<file path="config.mk">
export PLATFORM = sky130hd
export DESIGN_NAME = uio_bus_arbiter
export DESIGN_NICKNAME = d
export VERILOG_FILES = /design/src/rtl/uio_bus_arbiter.sv
export SDC_FILE = /design/constraint.sdc
export NUM_CORES = 1
export LEC_CHECK = 0
export CORE_MARGIN = 4
export CORE_UTILIZATION = 37
export DETAILED_ROUTE_END_ITERATION = 8
export HOLD_SLACK_MARGIN = 0.15
export PLACE_DENSITY = 0.88
export SYNTH_ARGS = -nofsm -noshare
export SYNTH_HDL_FRONTEND = slang
export SYNTH_SLANG_ARGS = --single-unit
</file>
<file path="constraint.sdc">
create_clock -name clk -period 1.65 [get_ports clk]
set_input_delay 0.165 -clock clk [delete_from_list [all_inputs] [get_ports clk]]
set_output_delay 0.165 -clock clk [all_outputs]
set_load 0.01 [all_outputs]
</file>
<file path="src/rtl/uio_bus_arbiter.sv">
// Purpose: shares the 8-bit uio pin bank between requesters A and B, one burst per grant.
// Latency: grant one cycle after a sampled request; ack is combinational; rvalid one cycle after a read beat.
// Backpressure: the owner throttles by dropping req (ends its burst); the non-owner waits for re-arbitration.
//
// Ports:
//   clk, rst_n             clock, asynchronous active-low reset
//   ena                    when low, IDLE issues no new grants (running bursts finish)
//   req_*/wr_*/wdata_*     per-requester request, direction (1 = drive pins) and write byte
//   gnt_*/ack_*/rvalid_*   per-requester ownership, beat completion, read data valid
//   rdata                  last captured read byte (shared)
//   uio_in/uio_out/uio_oe  pin bank
//   busy                   arbiter is not in IDLE
module uio_bus_arbiter #(
    parameter int TURNAROUND = 1,
    parameter int MAX_BURST  = 4
) (
    input  logic       clk,
    input  logic       rst_n,
    input  logic       ena,
    input  logic       req_a,
    input  logic       wr_a,
    input  logic [7:0] wdata_a,
    output logic       gnt_a,
    output logic       ack_a,
    output logic       rvalid_a,
    input  logic       req_b,
    input  logic       wr_b,
    input  logic [7:0] wdata_b,
    output logic       gnt_b,
    output logic       ack_b,
    output logic       rvalid_b,
    output logic [7:0] rdata,
    input  logic [7:0] uio_in,
    output logic [7:0] uio_out,
    output logic [7:0] uio_oe,
    output logic       busy
);

    localparam int CW = $clog2(MAX_BURST + 1);
    localparam int TW = (TURNAROUND > 1) ? $clog2(TURNAROUND) : 1;

    typedef logic [CW-1:0] cnt_t;
    typedef logic [TW-1:0] tcnt_t;
    typedef enum logic [1:0] {S_IDLE, S_OWN, S_TURN} state_t;

    state_t state, state_nxt;
    logic   owner, owner_nxt;          // 0 = A, 1 = B
    logic   dir, dir_nxt;              // latched at grant, 1 = drive pins
    logic   last_owner, last_nxt;
    cnt_t   cnt, cnt_nxt;
    tcnt_t  tcnt, tcnt_nxt;

    logic   own_req;
    logic   beat;
    logic   win;
    state_t exit_st;

    assign own_req = owner ? req_b : req_a;
    assign beat    = (state == S_OWN) && own_req;
    // Contention goes to whoever did not own the bus last; otherwise the lone requester.
    assign win     = (req_a && req_b) ? ~last_owner : req_b;
    // Only a driven burst needs idle cycles before anyone else may drive.
    assign exit_st = (dir && (TURNAROUND > 0)) ? S_TURN : S_IDLE;

    always_ff @(posedge clk or negedge rst_n) begin
        if (!rst_n) begin
            state      <= S_IDLE;
            owner      <= 1'b0;
            dir        <= 1'b0;
            last_owner <= 1'b1;
            cnt        <= '0;
            tcnt       <= '0;
        end else begin
            state      <= state_nxt;
            owner      <= owner_nxt;
            dir        <= dir_nxt;
            last_owner <= last_nxt;
            cnt        <= cnt_nxt;
            tcnt       <= tcnt_nxt;
        end
    end

    always_comb begin
        state_nxt = state;
        owner_nxt = owner;
        dir_nxt   = dir;
        last_nxt  = last_owner;
        cnt_nxt   = cnt;
        tcnt_nxt  = tcnt;
        case (state)
            S_IDLE: begin
                if (ena && (req_a || req_b)) begin
                    state_nxt = S_OWN;
                    owner_nxt = win;
                    dir_nxt   = win ? wr_b : wr_a;
                    last_nxt  = win;
                    cnt_nxt   = '0;
                end
            end
            S_OWN: begin
                if (!own_req) begin
                    state_nxt = exit_st;
                    tcnt_nxt  = '0;
                end else begin
                    cnt_nxt = cnt + cnt_t'(1);
                    if (cnt == cnt_t'(MAX_BURST - 1)) begin
                        state_nxt = exit_st;
                        tcnt_nxt  = '0;
                    end
                end
            end
            S_TURN: begin
                if (tcnt == tcnt_t'(TURNAROUND - 1)) begin
                    state_nxt = S_IDLE;
                end else begin
                    tcnt_nxt = tcnt + tcnt_t'(1);
                end
            end
            default: state_nxt = S_IDLE;
        endcase
    end

    // Read capture: the byte on the pins at the edge closing a read beat.
    always_ff @(posedge clk or negedge rst_n) begin
        if (!rst_n) begin
            rdata    <= '0;
            rvalid_a <= 1'b0;
            rvalid_b <= 1'b0;
        end else begin
            rvalid_a <= beat && !dir && !owner;
            rvalid_b <= beat && !dir &&  owner;
            if (beat && !dir) begin
                rdata <= uio_in;
            end
        end
    end

    // Pin-facing outputs depend on registered state only (plus owner wdata).
    always_comb begin
        gnt_a   = (state == S_OWN) && !owner;
        gnt_b   = (state == S_OWN) &&  owner;
        ack_a   = beat && !owner;
        ack_b   = beat &&  owner;
        busy    = (state != S_IDLE);
        uio_oe  = 8'h00;
        uio_out = 8'h00;
        if ((state == S_OWN) && dir) begin
            uio_oe  = 8'hFF;
            uio_out = owner ? wdata_b : wdata_a;
        end
    end

endmodule

</file>
After elaboration in Yosys (flattened, before gate mapping)
Index checks and enable logic that the tools add are counted.
{"block": "word_totals", "output_inout_bits": 31, "elab_cells": 60, "register_bits": 19}
{"block": "op_classes", "n_eq_ne": 7, "n_bitwise": 1, "muxes": 19, "reduce_logical": 22, "addsub": 2}
{"cell": "8-bit 2-to-1 mux", "n": 3}
{"cell": "1-bit logical AND", "n": 11}
{"cell": "2-bit 2-to-1 mux", "n": 5}
{"cell": "1-bit 2-to-1 mux", "n": 6}
{"cell": "3-bit 2-to-1 mux", "n": 2}
{"cell": "2-bit != test (second input constant)", "n": 3}
{"cell": "2-bit one-hot mux with 3 select lines", "n": 1}
{"cell": "3-bit one-hot mux with 2 select lines", "n": 1}
{"cell": "3-bit AND reduction", "n": 2}
{"cell": "2-bit nonzero test", "n": 3}
{"cell": "2-bit AND reduction", "n": 2}
{"cell": "3-bit by 1-bit adder with 3-bit output (second input constant)", "n": 1}
{"cell": "3-bit by 2-bit == test with 1-bit output (second input constant)", "n": 1}
{"cell": "3-bit by 2-bit != test with 1-bit output (second input constant)", "n": 1}
{"cell": "2-bit by 1-bit == test with 1-bit output (second input constant)", "n": 1}
{"cell": "2-bit == test (second input constant)", "n": 1}
{"cell": "1-bit zero test", "n": 2}
{"cell": "2-bit zero test", "n": 1}
{"cell": "1-bit one-hot mux with 2 select lines", "n": 1}
{"cell": "1-bit adder (second input constant)", "n": 1}
{"cell": "1-bit logical OR", "n": 1}
{"cell": "1-bit inverter", "n": 1}

Longest topological paths before layout
{"block": "logic_depth", "word_depth": 4, "depth_mapped": 5, "ltp_nobuf": 4}

Worst setup path before layout
OpenSTA, ideal clock, no wires.
{"block": "synth_path", "path_type": "reg2reg", "from": "register owner", "to": "register rdata[0]", "n_path_buf": 1, "required_time_ns": 1.525, "setup_ns": 0.125, "path_stages_with_launch": 6, "arrival_time_ns": 1.320, "synth_period_minus_slack_ns": 1.445, "setup_slack_ns": 0.205, "cell_sequence": "dfrtp_1 -> buf_6 -> nand2b_4 -> a21o_4 -> nor2_8 -> mux2_4"}
{"block": "synth_via", "elab_chain_len": 3}
{"element": "start: declaration", "line": "47", "text": "logic owner, owner_nxt;"}
{"element": "start signal: assignment", "line": "75", "text": "owner <= owner_nxt;"}
{"element": "1-bit 2-to-1 mux", "line": "58", "text": "assign own_req = owner ? req_b : req_a;"}
{"element": "1-bit logical AND", "line": "59", "text": "assign beat = (state == S_OWN) && own_req;"}
{"element": "1-bit logical AND", "line": "132", "text": "if (beat && !dir) begin"}
{"element": "end signal: assignment", "line": "133", "text": "rdata <= uio_in;"}
{"element": "end: declaration", "line": "32", "text": "output logic [7:0] rdata,"}
Every way passes these cells.
A chain may end at the register's enable or synchronous reset.

Final worst setup path
{"block": "layout_path", "from": "register state[1]", "to": "output port uio_out[6]"}
{"block": "layout_via", "elab_chain_len": 3}
{"element": "start: declaration", "line": "46", "text": "state_t state, state_nxt;"}
{"element": "start signal: assignment", "line": "74", "text": "state <= state_nxt;"}
{"element": "2-bit by 1-bit == test with 1-bit output", "line": "147", "text": "if ((state == S_OWN) && dir) begin"}
{"element": "1-bit logical AND", "line": "147"}
{"element": "8-bit 2-to-1 mux", "line": "147"}
{"element": "end: declaration", "line": "34", "text": "output logic [7:0] uio_out,"}
Every way passes these cells.

==> results.yml <==
timing:
  timing_hold_violations_final: 0
  finalSetupViolCount: 0
  period_share_pct: 95.9
  max_freq_ghz: 0.632
  fin_skew_ps: 0.777
  setup_total_negative_slack_ps: 0
  worst_slew_margin_rel_pct: 65.5
  timing.final.max_slew_violations: 0
  timing.hold.ws_ps: 189
  finalWorstPathRequiredPeriod_ps: 1580
  layout_setup_ws_ps: 67.2
  worst_slew_pin_slew_ps: 513
setup_path:
  critical_path.slowest_cell: "sky130_fd_sc_hd__dfrtp_1"
  worstPathCellList: "nor2b_2, nand2_2, buf_4, nor2_1, clkdlybuf4s15_2"
  crit_path_max_fanout: 8
  timing.critical_path.required_ps: 1480
  critical_path_arrival_ps: 1420
  worstSetupEndpointType: "primary output"
  timing.critical_path.slowest_cell_delay_ps: 400
  critical_path_class: "reg2out"
  timing.critical_path.from_type: "register"
  critPathBufInv: 2
  cp_top_family: "flip-flops"
global_routing:
  number_of_global_route_vias_before_repair: 944
  gr-total-overflow: 0
  grt_pass1_wl_um: 4450
  grt_max_degree: 19
  aggregate_global_route_resource_usage_pct: 16.1
  grt_antenna_before_repair: 0
finish:
  syn2layout_area_growth_pct: 62.8
  diodes: 0
  num-fill-cells: 217
  fin_nets: 195
  ff_latch_area_um2: 453
  multi_input_comb_area_um2: 544
  final_layout_size_suffix_gt1_share_pct: 28.0
cts:
  clock_tree_from_tritoncts: "yes"
  numClockSinks: 18
  clockRootBuffer: "sky130_fd_sc_hd__clkbuf_4"
  clock_latency_ps: 290
  cts-root-to-sink-buffers: 2
  clk_pin_slew_ps: 100
  cts_hold_buffers: 0
  cts_inserted_buffers: 3
  h-tree-depth: 1
route:
  wl_per_cell_um: 15.6
  drc: 1
  drt_first_pass_iters: 7
  vias: 916
  drt_wl_total_um: 2990
  post_drt_via_cell_ratio: 4.77
  detail_route.iter0.violations: 26
  detail-route-antenna-nets: 0
synthesis:
  synth_simple_gate_area_share_pct: 18.8
  netlist-cell-type-count: 26
  postSynth.asyncResetShare_pct: 100
  mappedNetlistNets: 126
  synthesis.area_mm2: 0.00106
  synthXorXnorAreaFrac_pct: 0
  synth_enable_flop_cells: 0
  netlist_instances: 93
  synth_compound_area_share_pct: 3.07
  synthesis.area_per_instance_um2: 11.4
  yosysSeqAreaShare_pct: 42.6
  synth-adder-area-share_pct: 2.36
  synth-seq-cells: 18
  top_flip_flop_cell_by_instance_count_after_synthesis: "sky130_fd_sc_hd__dfrtp_1"
  synthesis.yosys.warnings: 0
  synth_top_family_by_area: "multiplexers"
  yosys-mux-area-fraction_pct: 24.9
floorplanning:
  dieArea_mm2: 0.00378
  floorplan.initialDensity_pct: 38.4
  die_height_um: 61.5
  dieWidth_um: 61.5
  boundaryPins: 62
  fp-row-count: 19
  design.core.area_mm2: 0.00276
power_and_ir_drop:
  static-leakage-power_nw: 0.840
  power-per-cell-area_mw_per_mm2: 1560
  maximum_vdd_drop_mv: 1.00
placed_design:
  dpl_worst_slack_ps: -47.6
  finalWeightedCongestion: 0.830
  port_buffers: 61
  post-dp-hpwl_um: 2480
run_status:
  violations_in_the_final_reports: "DRC"
  outcome: "finished, violations left"
run:
  drv.max_cap_violation_count: 0
min_path:
  hold_class: "in2async"
-- cells in the mapped netlist, types with 2 or more instances --
master                     instances  share of area, %
sky130_fd_sc_hd__a21oi_1           2              0.94
sky130_fd_sc_hd__and2_1            2               1.2
sky130_fd_sc_hd__buf_4             8               5.7
sky130_fd_sc_hd__dfrtp_1          17                40
sky130_fd_sc_hd__ha_1              2               2.4
sky130_fd_sc_hd__inv_1             3               1.1
sky130_fd_sc_hd__mux2_1            3               3.2
sky130_fd_sc_hd__mux2_4            8                11
sky130_fd_sc_hd__mux2i_1          11                10
sky130_fd_sc_hd__nand2_1           4               1.4
sky130_fd_sc_hd__nand2b_1          2               1.2
sky130_fd_sc_hd__nor2_1           17               6.0
-- report_power, final --
part | internal [W] | switching, W | total (W) | leakage, nW
clock | 0.0000940 | 0.000128 | 0.000222 | 0.0150
sequential | 0.000637 | 0.000126 | 0.000763 | 0.224
combinational | 0.000954 | 0.000759 | 0.00171 | 0.602
-- path summary, 6_finish.rpt --
| path | cells past startpoint | endpoint | from | slack [ps] |
|---|---|---|---|---|
| max | 5 | uio_out[6] | state[1]$_DFFE_PN0P_ | 70 |
| min | 2 | rdata[1]$_DFFE_PN0P_ | rst_n | 190 |
| max reg2reg | 5 | rdata[5]$_DFFE_PN0P_ | state[1]$_DFFE_PN0P_ | 100 |
| min reg2reg | 1 | cnt[0]$_DFFE_PN0P_ | cnt[0]$_DFFE_PN0P_ | 530 |
| max in group asynchronous | 2 | last_owner$_DFFE_PN1P_ | rst_n | 1210 |
| min in group clk | 2 | rdata[0]$_DFFE_PN0P_ | uio_in[0] | 490 |
-- layout make-up --
type	count	share of cell area, %
inverters	3	0.653
flip-flops and latches	18	26.3
multi-input cells	63	31.5
clock buffers	4	1.52
repair buffers	73	37.8
well taps	31	2.25
-- cells in the final DEF, fill, tap and decap left out, drive strengths merged --
cell and n:
clkdlybuf4s50 40, nor2 19, dfrtp 17, buf 14
mux2i 11, dlygate4sd2 11, mux2 11, clkbuf 10
nand2 4, inv 3, nand2b 3, and2 2
a21oi 2, ha 2, or2 2, clkdlybuf4s15 2
nor2b 1, and3 1, nor3 1, a21o 1
a21boi 1, nor3b 1, nor4 1, dfstp 1
-- what timing repair did --
action                     in CTS  in global routing
setup endpoints to repair      21                 18
gates cloned                    0                  1
buffers inserted                1                  0
gates resized for setup        36                 13
pin swaps                       1                  1
-- through the flow --
step	utilization (%)	std cells	power, W	instance area (µm²)
6_report	62.6	192	0.00270	1730
5_1_grt	62.6	192	0.00287	1730
4_1_cts	63.0	191	0.00268	1740
3_5_place_dp	62.2	186	0.00255	1720
3_3_place_gp	62.2	186	0.00248	1720
2_1_floorplan	-	93	0.00173	1060
-- registers in the layout (all words and copies together) (netlist names) --
register    flops
cnt             3
dir             1
last_owner      1
owner           1
rdata           8
rvalid_a        1
rvalid_b        1
state           2
-- kinds of logic (layout without fill, tap and decap cells) --
family | after synthesis | count (layout)
and+or+nand+nor | 34 | 35
muxes | 22 | 22
DFF | 18 | 18
buffers and inverters | 13 | 80
AOI/OAI and AO/OA | 4 | 4
adders and majority gates | 2 | 2
-- routing by layer --
metal / routed length (µm) / global-route usage [%] / vias up
met4: 40 / 5.15 / 0
met3: 77 / 2.52 / 6
met2: 1650 / 27.4 / 18
li1: - / - / 443
met1: 1220 / 21.0 / 449
met5: 0 / 0 / -
No activity file was read; power rests on OpenSTA's default activity.
